File: config.mk
export PLATFORM = sky130hd
export DESIGN_NAME = if_fetch_stage
export DESIGN_NICKNAME = d
export VERILOG_FILES = /design/src/rtl/if_fetch_stage.sv
export SDC_FILE = /design/constraint.sdc
export NUM_CORES = 1
export LEC_CHECK = 0
export CORE_ASPECT_RATIO = 0.7
export CORE_MARGIN = 2
export CORE_UTILIZATION = 33
export DETAILED_ROUTE_END_ITERATION = 12
export MAX_ROUTING_LAYER = met4
export SYNTH_ARGS = -nofsm -noshare
export SYNTH_HDL_FRONTEND = slang
export SYNTH_SLANG_ARGS = --single-unit
File: constraint.sdc
create_clock -name clk_i -period 2.7 [get_ports clk_i]
set_input_delay 0.27 -clock clk_i [delete_from_list [all_inputs] [get_ports clk_i]]
set_output_delay 0.27 -clock clk_i [all_outputs]
set_load 0.1 [all_outputs]
File: src/rtl/if_fetch_stage.sv
`default_nettype none
// ============================================================================
// Module   : if_fetch_stage
// Brief    : Instruction fetch with req/ack imem handshake, stall/flush and a
//            one-entry hold buffer feeding the IF/ID register.
// Revision : 1.0
// ============================================================================
module if_fetch_stage #(
    parameter logic [31:0] NOP_INST = 32'h0000_0000,
    parameter int unsigned TIMEOUT  = 16
) (
    input  logic        clk_i,
    input  logic        rst_i,
    input  logic        start_i,
    input  logic [31:0] pc_i,
    input  logic        hd_i,
    input  logic        flush_i,
    output logic        pc_hold_o,
    output logic        imem_req_o,
    output logic [31:0] imem_addr_o,
    input  logic        imem_ack_i,
    input  logic [31:0] imem_data_i,
    output logic        ifid_valid_o,
    output logic [31:0] ifid_pc_o,
    output logic [31:0] ifid_pc4_o,
    output logic [31:0] ifid_inst_o,
    output logic        err_o
);

    typedef enum logic [1:0] {
        c_idle = 2'd0,
        c_wait = 2'd1,
        c_buf  = 2'd2
    } state_t;

    localparam int unsigned          c_cnt_w    = $clog2(TIMEOUT + 1);
    localparam logic [c_cnt_w-1:0]   c_cnt_max  = c_cnt_w'(TIMEOUT);
    localparam logic [c_cnt_w-1:0]   c_cnt_last = c_cnt_w'(TIMEOUT - 1);

    state_t              r_state;
    logic                r_req;
    logic [31:0]         r_addr;
    logic                r_squash;
    logic [c_cnt_w-1:0]  r_cnt;
    logic                r_err;
    logic [31:0]         r_buf_pc;
    logic [31:0]         r_buf_inst;
    logic                r_ifid_valid;
    logic [31:0]         r_ifid_pc;
    logic [31:0]         r_ifid_pc4;
    logic [31:0]         r_ifid_inst;

    logic w_wait_ack;
    logic w_issue;
    logic w_deliver_ack;

    assign w_wait_ack    = (r_state == c_wait) & imem_ack_i;
    // A squashed return never counts as accepted, so it cannot chain an issue.
    assign w_issue       = start_i & ~hd_i & ~flush_i &
                           ((r_state == c_idle) | (w_wait_ack & ~r_squash));
    assign w_deliver_ack = w_wait_ack & ~r_squash & ~flush_i & ~hd_i;

    assign pc_hold_o    = ~(w_issue | flush_i);
    assign imem_req_o   = r_req;
    assign imem_addr_o  = r_addr;
    assign ifid_valid_o = r_ifid_valid;
    assign ifid_pc_o    = r_ifid_pc;
    assign ifid_pc4_o   = r_ifid_pc4;
    assign ifid_inst_o  = r_ifid_inst;
    assign err_o        = r_err;

    always_ff @(posedge clk_i) begin
        if (rst_i) begin
            r_state      <= c_idle;
            r_req        <= 1'b0;
            r_addr       <= 32'd0;
            r_squash     <= 1'b0;
            r_cnt        <= '0;
            r_err        <= 1'b0;
            r_buf_pc     <= 32'd0;
            r_buf_inst   <= NOP_INST;
            r_ifid_valid <= 1'b0;
            r_ifid_pc    <= 32'd0;
            r_ifid_pc4   <= 32'd4;
            r_ifid_inst  <= NOP_INST;
        end else begin
            if (flush_i) begin
                r_ifid_valid <= 1'b0;
                r_ifid_inst  <= NOP_INST;
            end else if (!hd_i) begin
                if (w_deliver_ack) begin
                    r_ifid_valid <= 1'b1;
                    r_ifid_pc    <= r_addr;
                    r_ifid_pc4   <= r_addr + 32'd4;
                    r_ifid_inst  <= imem_data_i;
                end else if (r_state == c_buf) begin
                    r_ifid_valid <= 1'b1;
                    r_ifid_pc    <= r_buf_pc;
                    r_ifid_pc4   <= r_buf_pc + 32'd4;
                    r_ifid_inst  <= r_buf_inst;
                end else begin
                    r_ifid_valid <= 1'b0;
                    r_ifid_inst  <= NOP_INST;
                end
            end

            case (r_state)
                c_idle: begin
                    if (w_issue) begin
                        r_state <= c_wait;
                        r_req   <= 1'b1;
                        r_addr  <= pc_i;
                        r_cnt   <= '0;
                    end
                end
                c_wait: begin
                    if (imem_ack_i) begin
                        r_squash <= 1'b0;
                        if (r_squash | flush_i) begin
                            r_req   <= 1'b0;
                            r_state <= c_idle;
                        end else if (hd_i) begin
                            r_buf_pc   <= r_addr;
                            r_buf_inst <= imem_data_i;
                            r_req      <= 1'b0;
                            r_state    <= c_buf;
                        end else if (w_issue) begin
                            r_addr <= pc_i;
                            r_cnt  <= '0;
                        end else begin
                            r_req   <= 1'b0;
                            r_state <= c_idle;
                        end
                    end else begin
                        if (flush_i) begin
                            r_squash <= 1'b1;
                        end
                        // Counter saturates; the stage keeps waiting after a timeout.
                        if (r_cnt != c_cnt_max) begin
                            r_cnt <= r_cnt + 1'b1;
                        end
                        if (r_cnt >= c_cnt_last) begin
                            r_err <= 1'b1;
                        end
                    end
                end
                c_buf: begin
                    if (flush_i | ~hd_i) begin
                        r_state <= c_idle;
                    end
                end
                default: r_state <= c_idle;
            endcase
        end
    end

endmodule
`default_nettype wire

[After elaboration in Yosys (flattened, before gate mapping)]
Index checks and enable logic that the tools add are counted.
W data, S select, Z words.
Storage, ports and cells
  flip-flop bits (word level): 203
  bits in latches: 0
  bits in writable memories: 0
  memory bits (read-only): 0
  bits of input ports: 70
  logic and storage cells: 92
  memories kept: 0
Operators by class
  add/sub/neg operators: 3
  multiply operators: 0
  div/mod/pow operators: 0
  magnitude comparators: 1
  equality and inequality tests: 12
  shift-type cells: 0
  mux-type cells: 34
  bitwise logic cells: 17
  reduce and logical (&&, ||, !) cells: 13
Operators by type and width (count)
  $mux W32: 10
  $add A32 B3 Y32 const B: 2
  $pmux W32 S2: 1
  $mux W5: 5
  $reduce_and A4 Y1: 5
  $mux W2: 6
  $pmux W5 S2: 1
  $mux W1: 9
  $ne A2 B2 Y1 const B: 4
  $and A1 B1 Y1: 7
  $ne A3 B3 Y1 const B: 2
  $not A1 Y1: 6
  $pmux W2 S3: 1
  $reduce_and A3 Y1: 2
  $reduce_bool A2 Y1: 3
  $add A5 B1 Y5 const B: 1
  $ge A5 B4 Y1 const B: 1
  $ne A5 B5 Y1 const B: 1
  $ne A4 B3 Y1 const B: 1
  $or A1 B1 Y1: 4
  $ne A3 B2 Y1 const B: 1
  $eq A2 B1 Y1 const B: 1
  $eq A2 B2 Y1 const B: 1
  $logic_not A2 Y1: 1
  other kinds (4): 4

[Longest topological paths before layout]
Gate-level depths: netlist of the first run.
  word-level depth: 10
  depth in mapped cells: 10

[Least setup slack after synthesis of the first run]
OpenSTA, ideal clock, no wires.
  kind: flip-flop to flip-flop
  start point: register r_addr[2], in the netlist imem_addr_o[2]
  end point: register r_ifid_pc4[27], in the netlist ifid_pc4_o[27]
  arrival: 2.713 ns
  required time: 2.635 ns
  setup slack: -0.079 ns
  stages on the path, launching flop included: 8
  path buffers: 1
  cell sequence: dfxtp_1 nand3_1 nor3_2 mux2i_1 or2_1 buf_6 or4_1 nand3_1
Between the ends
  cells in the longest elaborated chain, start to end: 2
RTL lines
  start, declared: RTL line 42  | logic [31:0] r_addr;
  start signal, assigned: RTL line 112  | r_addr <= pc_i;
  start signal, assigned: RTL line 128  | r_addr <= pc_i;
  $add A32 B3 Y32: RTL line 94  | r_ifid_pc4 <= r_addr + 32'd4;
  $mux W32: RTL line 91  | if (w_deliver_ack) begin
  end signal, assigned: RTL line 94
  end signal, assigned: RTL line 99  | r_ifid_pc4 <= r_buf_pc + 32'd4;
  end, declared: RTL line 50  | logic [31:0] r_ifid_pc4;
No other way between the ends.
A chain may end at the register's enable or synchronous reset.

[Worst setup path after layout of the first run]
  start point: register r_state[1]
  end point: register r_ifid_pc4[27], in the netlist ifid_pc4_o[27]
Between the ends
  cells in the longest elaborated chain, start to end: 7
RTL lines
  start, declared: RTL line 40  | state_t r_state;
  start signal, assigned: RTL line 74  | r_state <= c_idle;
  start signal, assigned: RTL line 110  | r_state <= c_wait;
  start signal, assigned: RTL line 121  | r_state <= c_idle;
  $eq A2 B1 Y1: RTL line 57  | assign w_wait_ack = (r_state == c_wait) & imem_ack_i;
  $and A1 B1 Y1: RTL line 57
  $and A1 B1 Y1 (3 in series): RTL line 61  | assign w_deliver_ack = w_wait_ack & ~r_squash & ~flush_i & ~hd_i;
  $reduce_bool A2 Y1 (no line)
  $reduce_and A3 Y1 (no line)
Several ways; a longest one is shown, not always the timed one.

==> results_dict.tcl, run 1 <==
set metrics [dict create \
    dpl_cell_area_mm2 0.0109 \
    fin_tns_setup_ns 0 \
    worst_path_max_delay_cell "or4_1" \
    fin_util_pct 45.4 \
    comb_power_share_pct 10.4 \
    seqPwrFrac_pct 45.1 \
    die_area_mm2 0.0275 \
    start_kind "register" \
    htree_levels 1 \
    synth_common_cells "nand2_1, dfxtp_1, a21oi_1" \
    synth.area.top_cells "dfxtp_1, nand2_1, a21oi_1" \
    yosys.area.top_type "dfxtp_1" \
    synth_most_common_cell "nand2_1" \
    power_density_mw_per_mm2 581 \
    syn_area_per_cell_um2 8.10 \
    power_leakage_nw 4.38 \
    min_path_type "in2reg" \
    hold_buffers 0 \
    grt_use_total_pct 20.6 \
    clock_power_share_pct 44.6 \
    wl_per_cell_um 17.5 \
    synthArstFlopShare_pct 0 \
    ys_seq_area_share_pct 46.5 \
    synth_edf_count 0 \
    dieHeight_um 139 \
    coreArea_mm2 0.0257 \
    relSlewSlack_pct 49.3 \
    crit_path_end_kind "register" \
    drv_slew 0 \
    drt_iter0_drc 634 \
    wirelength_um 28300 \
    fmax_mhz 426 \
    setup_viol 0 \
    cts_resized 0 \
    drive_gt1_share_pct 19.4 \
    swShare_pct 25.6 \
    firstDrtPassIters 7 \
    ff_latch_area_mm2 0.00403 \
    initial_core_util_pct 33.7 \
    rows 49 \
    p_switching_w 0.00173 \
    first_global_vias 7625 \
    die_x_um 197 \
    cp_common_cell "buf_4" \
    vdd_drop_max_v 0.000359 \
    hpwl_um 20100 \
    design_area_mm2 0.0117 \
    via_per_inst 5.21 \
    max-cap-violations 0 \
    synth-seq-cells 201 \
    p_int_w 0.00504 \
    yosysWarnings 0 \
    gp_congestion 0.895 \
    synth_ff_type "dfxtp_1" \
    cts_root_buf "clkbuf_16" \
    multiInputGateArea_mm2 0.00426 \
    yosysTopAreaCellShare_pct 46.5 \
    hold_viol 0 \
    ys_types 59 \
    cp_max_fo 12 \
    fillers 2496 \
    worstPathArrival_ns 2.78 \
    min_period_over_period_pct 86.9 \
    grt_first_pass_wirelength_um 44200 \
    finClkSkew_ns 0.00849 \
    rsz0062_at_grt "no" \
    outcome "finished, final reports clean" \
    cts_tree "built" \
    clockBufferDepth 3 \
    antenna_found_initial 3 \
    netlist_area_mm2 0.00864 \
    cp_slowest_stage_delay_ns 0.54 \
    ant_nets 0 \
    period_needed_ns 2.35 \
    insertion_delay_ns 0.50 \
    postCtsSetupBuffers 0 \
    final_nets 1340 \
    port_buffers 201 \
    syn-instance-count 1067 \
    numClockSinks 201 \
    required_ns 3.14 \
    cts.reportedPaths.clkPinSlew_ns 0.06 \
    cts_made_buffers 21 \
    io_pins 202 \
    overflow 0 \
    areaGrowthSynthToFinish_pct 34.9 \
    critPathKind "reg2reg" \
    syn-num-nets 1140 \
    vias 8422 \
    worstPathCellList "and4bb_4, nand2_2, buf_4, a21boi_0, buf_4, or2_1, or4_1, nand3_1" \
    max_slew.worst_pin.slew_ns 0.760 \
    drcViolationCount 0 \
    grt_start_max_net_pins 66 \
]
kinds of logic (layout without fill, tap and decap cells):
family	Yosys count	after routing	synth area share [%]
mux	34	34	3.98
buf+inv	92	306	4.47
xor+xnor	17	17	1.72
fa+ha+maj	3	3	0.434
other cells	0	3	0
compound gates	271	271	20.3
simple gates	449	449	22.6
flops	201	201	46.5
layout by cell type (no fill, tap or decap), drive strengths merged, types with 3 or more instances in the layout:
| master | instances |
|---|---|
| diode | 3 |
| nor4 | 11 |
| o311ai | 5 |
| mux2 | 3 |
| clkdlybuf4s50 | 68 |
| xnor2 | 9 |
| nor3b | 3 |
| a311oi | 6 |
| and3 | 12 |
| nand2 | 255 |
| nor3 | 19 |
| inv | 7 |
| nand4 | 15 |
| a31oi | 12 |
| a311o | 4 |
| nand3 | 24 |
| clkbuf | 30 |
| a21oi | 114 |
| buf | 193 |
| xor2 | 8 |
| nor2 | 90 |
| mux2i | 31 |
| a221o | 32 |
| or2 | 3 |
| clkinv | 6 |
| o21ai | 47 |
| or3 | 3 |
| a211oi | 33 |
| ha | 3 |
| dfxtp | 201 |
| o211ai | 3 |
state kept, by name, indices dropped and copies added, names as in the netlist:
register	flops
r_buf_pc	32
r_state	2
r_squash	1
ifid_inst_o	32
imem_addr_o	32
ifid_valid_o	1
r_cnt	5
err_o	1
ifid_pc4_o	30
imem_req_o	1
ifid_pc_o	32
r_buf_inst	32
through the flow:
step           setup slack [ns]  hold WS, ns  instances  power [W]
2_1_floorplan           0.00982        0.367       1067    0.00355
4_1_cts                   0.373        0.286       1612    0.00684
6_report                  0.353        0.309       1615    0.00677
5_1_grt                   0.238        0.313       1615    0.00699
3_3_place_gp             0.0868        0.441       1575    0.00382
3_5_place_dp             0.0479        0.447       1575    0.00382
per-layer routing:
metal	GRT usage (%)	share of wire [%]	up-vias
met5	-	0	-
met1	31.3	52	3946
met3	4.41	7.4	32
met2	27.9	39	267
met4	3.44	1.5	0
li1	-	-	4177
worst paths after layout:
check	start	end	slack, ns	cells after the start
min reg2reg	r_buf_pc[31]	r_buf_pc[31]	0.45	2
max	r_state[1]	ifid_pc4_o[27]	0.35	8
min	pc_i[3]	imem_addr_o[3]	0.31	3
max reg2reg	r_state[1]	ifid_pc4_o[27]	0.35	8
final cells by class:
class | instances | area share, %
Antenna cell | 3 | 0.0644
Clock buffer | 30 | 5.40
Clock inverter | 7 | 0.762
Inverter | 8 | 0.258
Multi-Input combinational cell | 774 | 36.5
Sequential cell | 201 | 34.5
Tap cell | 331 | 3.55
Timing Repair Buffer | 261 | 18.9
power by group through the flow:
| stage | Clock [W] | Sequential (W) | Combinational (W) |
|---|---|---|---|
| detailed placement | 0 | 0.00312 | 0.000703 |
| CTS | 0.00308 | 0.00305 | 0.000705 |
| floorplan | 0 | 0.00337 | 0.000180 |
| finish | 0.00302 | 0.00305 | 0.000702 |
| global route | 0.00320 | 0.00305 | 0.000739 |
| global placement | 0 | 0.00312 | 0.000703 |
critical path: cells and delay by family (launching register included):
family                 cells  cell delay [ns]
buffers and inverters      2             0.38
and+or+nand+nor            5             1.28
DFF                        1             0.49
AOI/OAI and AO/OA          1             0.12
Power figures use the tool's default switching activity.
==> run 2, diff against run 1 <==
Settings changed: CTS_CLUSTER_SIZE set to 8, SETUP_SLACK_MARGIN set to 0.02.
==> results_dict.tcl, run 2 (same netlist as run 1, synthesis figures left out) <==
set metrics [dict create \
    outcome "finished, final reports clean" \
    hpwl_um 19500 \
    grt_start_max_net_pins 106 \
    die_area_mm2 0.0275 \
    firstDrtPassIters 5 \
    mostFrequentLayoutCell "nand2_1" \
    via_per_inst 5.26 \
    areaGrowthSynthToFinish_pct 34.4 \
    io_pins 202 \
    min_period_over_period_pct 91.3 \
    port_buffers 201 \
    antenna_found_initial 4 \
    cp_slowest_stage_delay_ns 0.69 \
    rr_worst_depth 7 \
    vdd_drop_max_v 0.000541 \
    setup_viol 0 \
    initial_core_util_pct 33.7 \
    drive_gt1_share_pct 18.9 \
    numClockSinks 201 \
    fin_util_pct 45.2 \
    insertion_delay_ns 0.54 \
    critPathKind "reg2reg" \
    coreArea_mm2 0.0257 \
    worstPathCellList "and4bb_4, nand2_2, a21boi_0, nor4_2, buf_4, and3_1, a311o_1" \
    fmax_mhz 406 \
    first_global_vias 7722 \
    hold_buffers 0 \
    max_slew.worst_pin.slew_ns 0.820 \
    max-cap-violations 0 \
    crit_buf_inv 1 \
    min_path_type "in2reg" \
    power_w 0.00693 \
    drv_slew 0 \
    finClkSkew_ns 0.0101 \
    rows 49 \
    p_int_w 0.00512 \
    final_cell_mix "nand2_1, dfxtp_1, buf_4" \
    worst_path_max_delay_cell "a21boi_0" \
    p_switching_w 0.00181 \
    crit_cells 7 \
    start_kind "register" \
    crit_path_end_kind "register" \
    comb_power_share_pct 10.1 \
    wirelength_um 28400 \
    power_leakage_nw 4.35 \
    power_density_mw_per_mm2 596 \
    min_path_cells 3 \
    relSlewSlack_pct 44.8 \
    cp_top_family "compound AO/OA/AOI/OAI gates" \
    fillers 2570 \
    holdWs_ns 0.274 \
    cts_made_buffers 29 \
    vias 8427 \
    final_nets 1340 \
    drt_iter0_drc 614 \
    cts_resized 0 \
    gp_congestion 0.855 \
    hold_viol 0 \
    ant_nets 0 \
    clockBufferDepth 3 \
    wl_per_cell_um 17.7 \
    required_ns 3.12 \
    cts.reportedPaths.clkPinSlew_ns 0.05 \
    htree_levels 1 \
    swShare_pct 26.1 \
    period_needed_ns 2.47 \
    worstPathArrival_ns 2.89 \
    fin_tns_setup_ns 0 \
    cts_root_buf "clkbuf_16" \
    grt_first_pass_wirelength_um 44500 \
    postCtsSetupBuffers 0 \
    dieHeight_um 139 \
    overflow 0 \
    cp_max_fo 8 \
    rsz0062_at_grt "no" \
    die_x_um 197 \
    drcViolationCount 0 \
    layout_setup_ws_ns 0.235 \
    cts_tree "built" \
    place_ws_ns -0.0541 \
    clock_power_share_pct 45.8 \
    seqPwrFrac_pct 44.1 \
    grt_use_total_pct 20.7 \
]
-- run 2: cell count changes in the layout (fill, tap and decap cells not counted), moves of 2 or more --
cell,before,now
dfxtp_2,3,6
bufinv_16,2,0
buf_12,6,4
clkinv_2,4,0
clkbuf_16,21,29
clkbuf_8,7,0
buf_4,187,181
dfxtp_1,198,195
-- run 2: area by class of cell --
type / count / area, µm² / share of cell area, %
Multi-Input combinational cell: 774 / 4260 / 36.6
Sequential cell: 201 / 4030 / 34.7
Timing Repair Buffer: 253 / 2120 / 18.2
Clock buffer: 30 / 729 / 6.28
Tap cell: 331 / 414 / 3.56
Inverter: 8 / 30.0 / 0.258
Clock inverter: 2 / 28.8 / 0.248
Antenna cell: 4 / 10.0 / 0.0861
-- run 2: worst paths after layout --
kind / startpoint / end / slack (ns)
worst min-delay path: pc_i[11] / imem_addr_o[11] / 0.27
worst max register to register: r_state[1] / ifid_pc4_o[20] / 0.23
worst max-delay path: r_state[1] / ifid_pc4_o[20] / 0.23
worst min register to register: ifid_pc4_o[3] / ifid_pc4_o[3] / 0.45
-- run 2: worst reg2reg max path, stage by stage (launching register included) --
cell and delay, ns:
dfxtp_1 0.38, and4bb_4 0.39, nand2_2 0.13, a21boi_0 0.69
nor4_2 0.13, buf_4 0.18, and3_1 0.17, a311o_1 0.27
-- run 2: metal layers --
metal  vias to the layer above  share of wire [%]  track usage [%]
li1                       4168                  -                -
met1                      3932                 51             31.6
met2                       295                 40             27.5
met3                        32                7.8             4.92
met4                         0                1.4             3.48
met5                         -                  0                -
-- run 2: power by group through the flow --
stage / registers, W / clock network, W / logic (W)
floorplan: 0.00337 / 0 / 0.000180
global placement: 0.00312 / 0 / 0.000698
detailed placement: 0.00312 / 0 / 0.000700
CTS: 0.00306 / 0.00324 / 0.000702
global route: 0.00306 / 0.00336 / 0.000736
finish: 0.00306 / 0.00317 / 0.000698
-- run 2: per-stage QoR --
stage	cells	cell area [µm²]
floorplan	1067	8650
global placement	1567	10900
detailed placement	1567	10900
CTS	1599	11600
global route	1603	11600
finish	1603	11600
